$ cat src/rtl/pixel_scheduler_if.sv
// Scheduler-side bundle: frame configuration, depth-engine start/done link and the outgoing pixel stream.
// The master modport is the scheduler; the slave modport is the surrounding engine/stream environment.
interface pixel_scheduler_if #(
    parameter int WORD_LENGTH = 16
);
    logic                   frame_start;
    logic [WORD_LENGTH-1:0] re_min;
    logic [WORD_LENGTH-1:0] im_max;
    logic [WORD_LENGTH-1:0] step;
    logic [9:0]             max_iter_in;

    logic                   calc_start;
    logic [9:0]             calc_x;
    logic [8:0]             calc_y;
    logic [WORD_LENGTH-1:0] calc_re_c;
    logic [WORD_LENGTH-1:0] calc_im_c;
    logic [9:0]             calc_max_iter;
    logic                   calc_done;
    logic [9:0]             calc_depth;

    logic                   pix_valid;
    logic                   pix_ready;
    logic [9:0]             pix_x;
    logic [8:0]             pix_y;
    logic [9:0]             pix_depth;
    logic                   pix_last;
    logic                   busy;

    modport master (
        input  frame_start, re_min, im_max, step, max_iter_in,
        output calc_start, calc_x, calc_y, calc_re_c, calc_im_c, calc_max_iter,
        input  calc_done, calc_depth,
        output pix_valid, pix_x, pix_y, pix_depth, pix_last, busy,
        input  pix_ready
    );

    modport slave (
        output frame_start, re_min, im_max, step, max_iter_in,
        input  calc_start, calc_x, calc_y, calc_re_c, calc_im_c, calc_max_iter,
        output calc_done, calc_depth,
        input  pix_valid, pix_x, pix_y, pix_depth, pix_last, busy,
        output pix_ready
    );
endinterface

$ cat src/rtl/pixel_scheduler.sv
// Raster-order feeder for one Mandelbrot depth engine, one pixel in flight: start pulse, wait for done edge,
// then hold the pixel on a valid/ready stream; pix_ready low stalls the walk and no new start is issued.
module pixel_scheduler #(
    parameter int WORD_LENGTH = 16,
    parameter int FRAC        = 8,
    parameter int H_RES       = 640,
    parameter int V_RES       = 480
) (
    input  logic               sysclk,
    input  logic               reset_n,
    pixel_scheduler_if.master  bus
);
    if (FRAC >= WORD_LENGTH || H_RES < 1 || H_RES > 1024 || V_RES < 1 || V_RES > 512) begin : g_param_check
        $error("pixel_scheduler: unsupported parameter set");
    end

    localparam logic [9:0] X_LAST = 10'(H_RES - 1);
    localparam logic [8:0] Y_LAST = 9'(V_RES - 1);

    typedef enum logic [1:0] {
        ST_IDLE,
        ST_ISSUE,
        ST_WAIT,
        ST_OUTPUT
    } state_t;

    state_t                 state;
    state_t                 state_nxt;
    logic [9:0]             x;
    logic [8:0]             y;
    logic [WORD_LENGTH-1:0] re_acc;
    logic [WORD_LENGTH-1:0] im_acc;
    logic [WORD_LENGTH-1:0] re_min_q;
    logic [WORD_LENGTH-1:0] step_q;
    logic [9:0]             max_iter_q;
    logic [9:0]             depth_q;
    logic                   done_q;
    logic                   complete;
    logic                   last_pix;

    // Only a rising done counts: the engine holds done high until its next start.
    assign complete = (state == ST_WAIT) && bus.calc_done && !done_q;
    assign last_pix = (x == X_LAST) && (y == Y_LAST);

    always_ff @(posedge sysclk or negedge reset_n) begin
        if (!reset_n) begin
            state <= ST_IDLE;
        end else begin
            state <= state_nxt;
        end
    end

    always_comb begin
        state_nxt = state;
        case (state)
            ST_IDLE:   if (bus.frame_start) state_nxt = ST_ISSUE;
            ST_ISSUE:  state_nxt = ST_WAIT;
            ST_WAIT:   if (complete) state_nxt = ST_OUTPUT;
            ST_OUTPUT: if (bus.pix_ready) state_nxt = last_pix ? ST_IDLE : ST_ISSUE;
            default:   state_nxt = ST_IDLE;
        endcase
    end

    always_ff @(posedge sysclk or negedge reset_n) begin
        if (!reset_n) begin
            x          <= '0;
            y          <= '0;
            re_acc     <= '0;
            im_acc     <= '0;
            re_min_q   <= '0;
            step_q     <= '0;
            max_iter_q <= '0;
            depth_q    <= '0;
            done_q     <= 1'b0;
        end else begin
            done_q <= (state == ST_ISSUE) ? 1'b0 : bus.calc_done;
            case (state)
                ST_IDLE: begin
                    if (bus.frame_start) begin
                        re_min_q   <= bus.re_min;
                        step_q     <= bus.step;
                        max_iter_q <= bus.max_iter_in;
                        x          <= '0;
                        y          <= '0;
                        re_acc     <= bus.re_min;
                        im_acc     <= bus.im_max;
                    end
                end
                ST_WAIT: begin
                    if (complete) depth_q <= bus.calc_depth;
                end
                ST_OUTPUT: begin
                    if (bus.pix_ready && !last_pix) begin
                        if (x != X_LAST) begin
                            x      <= x + 10'd1;
                            re_acc <= re_acc + step_q;
                        end else begin
                            // Row wrap: imaginary axis walks downward from im_max.
                            x      <= '0;
                            y      <= y + 9'd1;
                            re_acc <= re_min_q;
                            im_acc <= im_acc - step_q;
                        end
                    end
                end
                default: ;
            endcase
        end
    end

    assign bus.calc_start    = (state == ST_ISSUE);
    assign bus.calc_x        = x;
    assign bus.calc_y        = y;
    assign bus.calc_re_c     = re_acc;
    assign bus.calc_im_c     = im_acc;
    assign bus.calc_max_iter = max_iter_q;

    assign bus.pix_valid = (state == ST_OUTPUT);
    assign bus.pix_x     = x;
    assign bus.pix_y     = y;
    assign bus.pix_depth = depth_q;
    assign bus.pix_last  = (state == ST_OUTPUT) && last_pix;
    assign bus.busy      = (state != ST_IDLE);
endmodule
$ cat src/flat_wrapper.sv
// flat-port wrapper written by rule: the top's interface ports become plain ports
module pixel_scheduler_flat 
#(
    parameter int WORD_LENGTH = 16,
    parameter int FRAC        = 8,
    parameter int H_RES       = 640,
    parameter int V_RES       = 480
)
  (sysclk, reset_n, bus_frame_start, bus_re_min, bus_im_max, bus_step, bus_max_iter_in, bus_calc_start, bus_calc_x, bus_calc_y, bus_calc_re_c, bus_calc_im_c, bus_calc_max_iter, bus_calc_done, bus_calc_depth, bus_pix_valid, bus_pix_x, bus_pix_y, bus_pix_depth, bus_pix_last, bus_busy, bus_pix_ready);
  pixel_scheduler_if #(.WORD_LENGTH(WORD_LENGTH)) bus_i ();
  input  logic sysclk;
  input  logic reset_n;
  input wire logic [$bits(bus_i.frame_start)-1:0] bus_frame_start;
  input wire logic [$bits(bus_i.re_min)-1:0] bus_re_min;
  input wire logic [$bits(bus_i.im_max)-1:0] bus_im_max;
  input wire logic [$bits(bus_i.step)-1:0] bus_step;
  input wire logic [$bits(bus_i.max_iter_in)-1:0] bus_max_iter_in;
  output wire logic [$bits(bus_i.calc_start)-1:0] bus_calc_start;
  output wire logic [$bits(bus_i.calc_x)-1:0] bus_calc_x;
  output wire logic [$bits(bus_i.calc_y)-1:0] bus_calc_y;
  output wire logic [$bits(bus_i.calc_re_c)-1:0] bus_calc_re_c;
  output wire logic [$bits(bus_i.calc_im_c)-1:0] bus_calc_im_c;
  output wire logic [$bits(bus_i.calc_max_iter)-1:0] bus_calc_max_iter;
  input wire logic [$bits(bus_i.calc_done)-1:0] bus_calc_done;
  input wire logic [$bits(bus_i.calc_depth)-1:0] bus_calc_depth;
  output wire logic [$bits(bus_i.pix_valid)-1:0] bus_pix_valid;
  output wire logic [$bits(bus_i.pix_x)-1:0] bus_pix_x;
  output wire logic [$bits(bus_i.pix_y)-1:0] bus_pix_y;
  output wire logic [$bits(bus_i.pix_depth)-1:0] bus_pix_depth;
  output wire logic [$bits(bus_i.pix_last)-1:0] bus_pix_last;
  output wire logic [$bits(bus_i.busy)-1:0] bus_busy;
  input wire logic [$bits(bus_i.pix_ready)-1:0] bus_pix_ready;
  assign bus_i.frame_start = bus_frame_start;
  assign bus_i.re_min = bus_re_min;
  assign bus_i.im_max = bus_im_max;
  assign bus_i.step = bus_step;
  assign bus_i.max_iter_in = bus_max_iter_in;
  assign bus_calc_start = bus_i.calc_start;
  assign bus_calc_x = bus_i.calc_x;
  assign bus_calc_y = bus_i.calc_y;
  assign bus_calc_re_c = bus_i.calc_re_c;
  assign bus_calc_im_c = bus_i.calc_im_c;
  assign bus_calc_max_iter = bus_i.calc_max_iter;
  assign bus_i.calc_done = bus_calc_done;
  assign bus_i.calc_depth = bus_calc_depth;
  assign bus_pix_valid = bus_i.pix_valid;
  assign bus_pix_x = bus_i.pix_x;
  assign bus_pix_y = bus_i.pix_y;
  assign bus_pix_depth = bus_i.pix_depth;
  assign bus_pix_last = bus_i.pix_last;
  assign bus_busy = bus_i.busy;
  assign bus_i.pix_ready = bus_pix_ready;
  pixel_scheduler #(.WORD_LENGTH(WORD_LENGTH), .FRAC(FRAC), .H_RES(H_RES), .V_RES(V_RES)) u_core (.sysclk(sysclk), .reset_n(reset_n), .bus(bus_i));
endmodule
$ cat config.mk
export PLATFORM = sky130hd
export DESIGN_NAME = pixel_scheduler_flat
export DESIGN_NICKNAME = d
export VERILOG_FILES = /design/src/rtl/pixel_scheduler_if.sv /design/src/rtl/pixel_scheduler.sv /design/src/flat_wrapper.sv
export SDC_FILE = /design/constraint.sdc
export NUM_CORES = 1
export LEC_CHECK = 0
export ABC_AREA = 1
export BUFFER_PORTS_ARGS = -buffer_cell sky130_fd_sc_hd__buf_2
export CAP_MARGIN = 40
export CORE_MARGIN = 2
export CORE_UTILIZATION = 31
export DETAILED_ROUTE_END_ITERATION = 8
export GPL_TIMING_DRIVEN = 0
export SLEW_MARGIN = 10
export SYNTH_ARGS = -nofsm -noshare
export SYNTH_HDL_FRONTEND = slang
export SYNTH_SLANG_ARGS = --single-unit
export TNS_END_PERCENT = 5
$ cat constraint.sdc
create_clock -name sysclk -period 4.21 [get_ports sysclk]
set_clock_uncertainty 0.2 [all_clocks]
set_input_delay 0.2105 -clock sysclk [delete_from_list [all_inputs] [get_ports sysclk]]
set_output_delay 0.2105 -clock sysclk [all_outputs]
set_load 0.01 [all_outputs]
# Word-level counts from Yosys, hierarchy flattened
# Index checks and enable logic that the tools add are counted.
# totals
mem_bits_rw,0
register_bits,106
rom_bits,0
latch_bits,0
n_memories,0
# classes
n_bitwise,0
multipliers,0
add_sub_neg,4
shifts,0
n_lt_le_gt_ge,0
n_div,0
n_mux,22
n_eq_ne,11
reduce_logical,15
# op_table
operator,count
16-bit 2-to-1 mux,6
16-bit one-hot mux with 2 select lines,2
10-bit 2-to-1 mux,3
9-bit 2-to-1 mux,3
10-bit one-hot mux with 2 select lines,1
9-bit one-hot mux with 2 select lines,1
16-bit adder,1
16-bit subtractor,1
"10-bit by 1-bit adder with 10-bit output, second input constant",1
"10-bit equality test, second input constant",1
"10-bit != test, second input constant",1
"9-bit by 1-bit adder with 9-bit output, second input constant",1
"9-bit equality test, second input constant",1
2-bit one-hot mux with 4 select lines,1
2-bit 2-to-1 mux,3
"2-bit by 1-bit != test with 1-bit output, second input constant",3
3-bit AND reduction,2
1-bit logical AND,5
"2-bit equality test, second input constant",2
"2-bit != test, second input constant",2
2-bit AND reduction,2
4-bit AND reduction,1
2-bit nonzero test,2
"2-bit by 1-bit equality test with 1-bit output, second input constant",1
3 further kinds,5

# Depth between registers and ports, before layout
# depth
word_depth,6
depth_mapped,14

# Worst setup path after synthesis
# Ideal clock, no wire load.
# synth_timing
kind,reg-to-reg
from,reg u_core.state[0]
to,"reg u_core.y[2], in the netlist u_core.bus.calc_y[2]"
path_stages_with_launch,12
synth_period_minus_slack_ps,2104
n_path_buf,4
path_slack_ps,2106
arrival_time_ps,1764
cell_sequence,dfrtp_1 -> ha_1 -> buf_2 -> inv_2 -> buf_2 -> o22ai_1 -> inv_1 -> nand3_2 -> buf_6 -> buf_6 -> nand2_1 -> o31ai_2
# synth_between
elab_chain_len,3
word_cells_on_any_way,8
cone_classes,eq/ne: 4; mux: 1; reduce/logical: 3
# synth_lines
element,line_no,rtl
from (decl),pixel_scheduler.sv:27,state_t state;
from (signal assigned),pixel_scheduler.sv:49,state <= state_nxt;
2-bit equality test *,n/a,
net bus_pix_valid,flat_wrapper.sv:26,output wire logic [$bits(bus_i.pix_valid)-1:0] bus_pix_valid;
"2-bit by 1-bit != test with 1-bit output (no source line), or another cell as far along",n/a,
4-bit AND reduction (no source line),n/a,
to (signal assigned),pixel_scheduler.sv:100,y <= y + 9'd1;
to (decl),pixel_scheduler.sv:30,logic [8:0] y;
# The timed path passes the listed nets; every way through them passes the cells marked *.
# A chain may end at the register's enable or synchronous reset.

# Worst setup path after layout
# layout_timing
from,reg u_core.state[0]
to,reg u_core.step_q[13]
# layout_between
elab_chain_len,2
# layout_lines
element,line_no,rtl
2-bit zero test,pixel_scheduler.sv:77,case (state)
2-bit AND reduction (no source line),n/a,
to (signal assigned),pixel_scheduler.sv:81,step_q <= bus.step;
to (decl),pixel_scheduler.sv:34,logic [WORD_LENGTH-1:0] step_q;
# Every way passes these cells.

==> flow_summary_export.csv <==
group,metric,value,unit
worst_setup_path,critPathLaunchType,"flop",
power_and_ir_drop,p_seq_share,24.9,%
synthesis,ys_ff_latch,106,
synthesis,syn_nets,1054,
power_and_ir_drop,powerDensity,791,nW/um^2
sta,rsz0062_at_grt,"no",
floorplanning,rows,54,
cts,cts_tree,"built",
synthesis,async_flop_share,100,%
floorplanning,core_area,21900,um^2
sta,fmax,375,MHz
sta,setup_viol,0,
worst_setup_path,r2r-start,"u_core.state[0]$_DFFE_PN0P_",
synthesis,synth-main-ff-cell,"dfrtp_1",
layout,drive_gt1_share,21.1,%
route,wire_per_inst,14.8,um
cts,cts.reportedPaths.clkPinSlew,0.07,ns
synthesis,syn_inst,942,
synthesis,synthTopCellsByCount,"311 x nand2_1, 113 x inv_1, 106 x dfrtp_1",
synthesis,synth_top_area_share,38.3,%
floorplanning,initial_core_util,31.6,%
place,portBuffers,166,
sta,period_needed,2.67,ns
global_route,antenna_found_initial,1,
sta,worst_pin_slew,0.785,ns
synthesis,synth_area_per_cell,7.35,um^2
floorplanning,design.portCount,167,
worst_setup_path,cp-end-kind,"flop",
worst_hold_path,hold_start,"bus_im_max[14]",
floorplanning,die_h,153,um
worst_setup_path,worstRegToRegCells,7,
cts,clk_latency,0.36,ns
sta,hold_viol_final,0,
worst_hold_path,hp-class,"primary input to flop",
power_and_ir_drop,clkPwrFrac,13.1,%
power_and_ir_drop,swShare,49.2,%
worst_hold_path,holdPathEnd,"u_core.bus.calc_im_c[14]$_DFFE_PN0P_",
route,totalWireLength,21.8,mm
synthesis,synth_enable_flop_cells,0,
cts,clockBufferDepth,2,
power_and_ir_drop,power_frac_comb,62.0,%
route,route.detailed.drc,0,
sta,maxSlewHeadroom,47.7,%
cts,htree_num_levels,3,
cts,cts_resized,0,
place,dpl_cell_area,8140,um^2
floorplanning,die_x,153,um
layout,nets,1299,
status,status,"finished clean",
global_route,gr-usage-all-layers,18.6,%
worst_setup_path,regToRegSetupSlack,1.54,ns
place,dp_hpwl,16.6,mm
synthesis,synth_seq_area_share,38.3,%
cts,cts_buffers,9,
synthesis,yosys.area.top_type,"dfrtp_1",
route,drt-initial-drc-count,477,
worst_setup_path,critical_path.max_fanout,10,
synthesis,netlist_area,6920,um^2
route,ant_nets,0,
cts,clock-sinks,106,
floorplanning,die_area,23500,um^2
sta,period_share,63.3,%
place,gp_congestion,0.893,
route,drtPass1Iterations,5,
synthesis,yosys_warnings,0,
global_route,grt_overflow,0,
route,vias_per_cell,4.60,
power_and_ir_drop,leakage,5.03,nW
synthesis,yosysMostFrequentCell,"nand2_1",
worst_setup_path,arrival,2.69,ns
global_route,grt_pass1_wl,34.8,mm
flow_run,maxCapViolations,0,
power_and_ir_drop,ir_worst_vdd,0.278,mV
worst_hold_path,min_path_cells,5,
worst_setup_path,worst-setup-path-type,"flop to flop",
worst_setup_path,r2r_end,"u_core.step_q[13]$_DFFE_PN0P_",
global_route,grt_pass1_vias,6597,
layout,design_area,9130,um^2
global_route,grt_max_degree,73,
sta,setup_tns,0,ns
route,num_vias,6767,
cts,cts_root_buf,"clkbuf_16",
synthesis,synth_cell_types,42,
layout,syn_to_final_growth,31.9,%
synthesis,synth_area_leaders,"dfrtp_1 38%, nand2_1 17%, ha_1 6.7%",
power_and_ir_drop,switching_power,0.00355,W
power_and_ir_drop,p_int,0.00367,W
worst_setup_path,cp.required,4.24,ns
sta,slew_violations,0,
==> worst max path at each step <==
stage	to	from	slack [ns]	cells after the start
after floorplan	u_core.bus.calc_y[2]$_DFFE_PN0P_	u_core.state[0]$_DFFE_PN0P_	2.11	11
after global placement	u_core.bus.calc_re_c[14]$_DFFE_PN0P_	reset_n	1.38	1
after detailed placement	u_core.step_q[4]$_DFFE_PN0P_	u_core.state[0]$_DFFE_PN0P_	1.54	7
after CTS	u_core.step_q[9]$_DFFE_PN0P_	u_core.state[0]$_DFFE_PN0P_	1.52	7
after global routing	u_core.step_q[7]$_DFFE_PN0P_	u_core.state[0]$_DFFE_PN0P_	1.34	7
final	u_core.step_q[13]$_DFFE_PN0P_	u_core.state[0]$_DFFE_PN0P_	1.54	7
==> stage by stage <==
step / total power (W) / worst slack (ns) / instances / util (%) / hold slack (ns)
floorplan: 0.00491 / 2.11 / 942 / - / -0.285
global placement: 0.00615 / 1.38 / 1388 / 37.0 / 0.212
detailed placement: 0.00623 / 1.54 / 1389 / 37.2 / -0.0669
CTS: 0.00724 / 1.52 / 1471 / 41.7 / 0.00298
global route: 0.00795 / 1.34 / 1472 / 41.7 / 0.0410
finish: 0.00722 / 1.54 / 1472 / 41.7 / 0.00607
==> power by group through the flow <==
stage	sequential (W)	clock, W	combinational (W)
final	0.00180	0.000948	0.00448
after global routing	0.00185	0.00100	0.00510
after CTS	0.00179	0.000960	0.00448
after detailed placement	0.00181	0	0.00442
after global placement	0.00181	0	0.00434
after floorplan	0.00184	0	0.00306
==> flip-flops by register name, indices dropped and copies added (netlist names) <==
signal and count:
u_core.state 2, u_core.done_q 1, u_core.bus.calc_y 9, u_core.bus.calc_x 10
u_core.step_q 16, u_core.bus.calc_max_iter 10, u_core.bus.calc_im_c 16, u_core.re_min_q 16
u_core.bus.calc_re_c 16, u_core.bus.pix_depth 10
==> cell type report <==
type	count	area, um^2
diodes	1	2.50
plain buffers	49	314
clock buffers	9	225
clock inverters	6	95.1
fillers	2311	12800
inverters	117	439
multi-input cells	670	3520
flip-flops and latches	106	2650
well taps	280	350
repair buffers	234	1540
==> metal layers <==
metal	GRT usage [%]	vias to the layer above	routed length [um]
met5	0	-	0
met3	2.38	29	877
met2	31.7	158	10600
met1	24.9	3120	9860
li1	-	3460	-
met4	5.68	0	502
==> cell families (layout without fill, tap and decap cells) <==
| family | count (synthesis) | after routing | synth area share, % |
|---|---|---|---|
| AOI/OAI and AO/OA | 120 | 120 | 9.98 |
| xor gates and xnor gates | 18 | 18 | 2.28 |
| adders and majority gates | 39 | 39 | 7.27 |
| buffers and inverters | 166 | 415 | 10.9 |
| DFF | 106 | 106 | 38.3 |
| muxes | 14 | 14 | 2.28 |
| other | 0 | 1 | 0 |
| and+or+nand+nor | 479 | 479 | 29.0 |
==> cells in the final DEF, fill, tap and decap left out, types with 4 or more instances in the layout <==
| cell | count |
|---|---|
| a21oi_1 | 59 |
| mux2_2 | 14 |
| nand4_1 | 4 |
| o21ai_0 | 32 |
| dfrtp_1 | 106 |
| ha_1 | 37 |
| buf_2 | 170 |
| clkbuf_1 | 16 |
| nor2_1 | 69 |
| nand3_1 | 65 |
| o211ai_1 | 4 |
| xnor2_1 | 6 |
| o22ai_1 | 4 |
| nand2_1 | 311 |
| buf_6 | 5 |
| or2_2 | 5 |
| inv_1 | 113 |
| o31ai_2 | 6 |
| dlygate4sd3_1 | 67 |
| xor2_1 | 12 |
| buf_4 | 22 |
| nor3_1 | 10 |
| clkbuf_16 | 9 |
==> timing repair <==
action | 4_1_cts | 5_1_grt
setup endpoints to repair | 0 | 0
hold endpoints to repair | 182 | 0
buffers inserted | 0 | 0
hold buffers | 67 | 0
==> worst max-delay path: stages (launching register included) <==
cell and delay (ns):
dfrtp_1 0.41, inv_1 0.10, ha_1 0.26, clkbuf_1 0.28
nand2_1 0.34, clkbuf_1 0.43, clkbuf_1 0.40, a21oi_1 0.13
No activity file was read; power rests on OpenSTA's default activity.
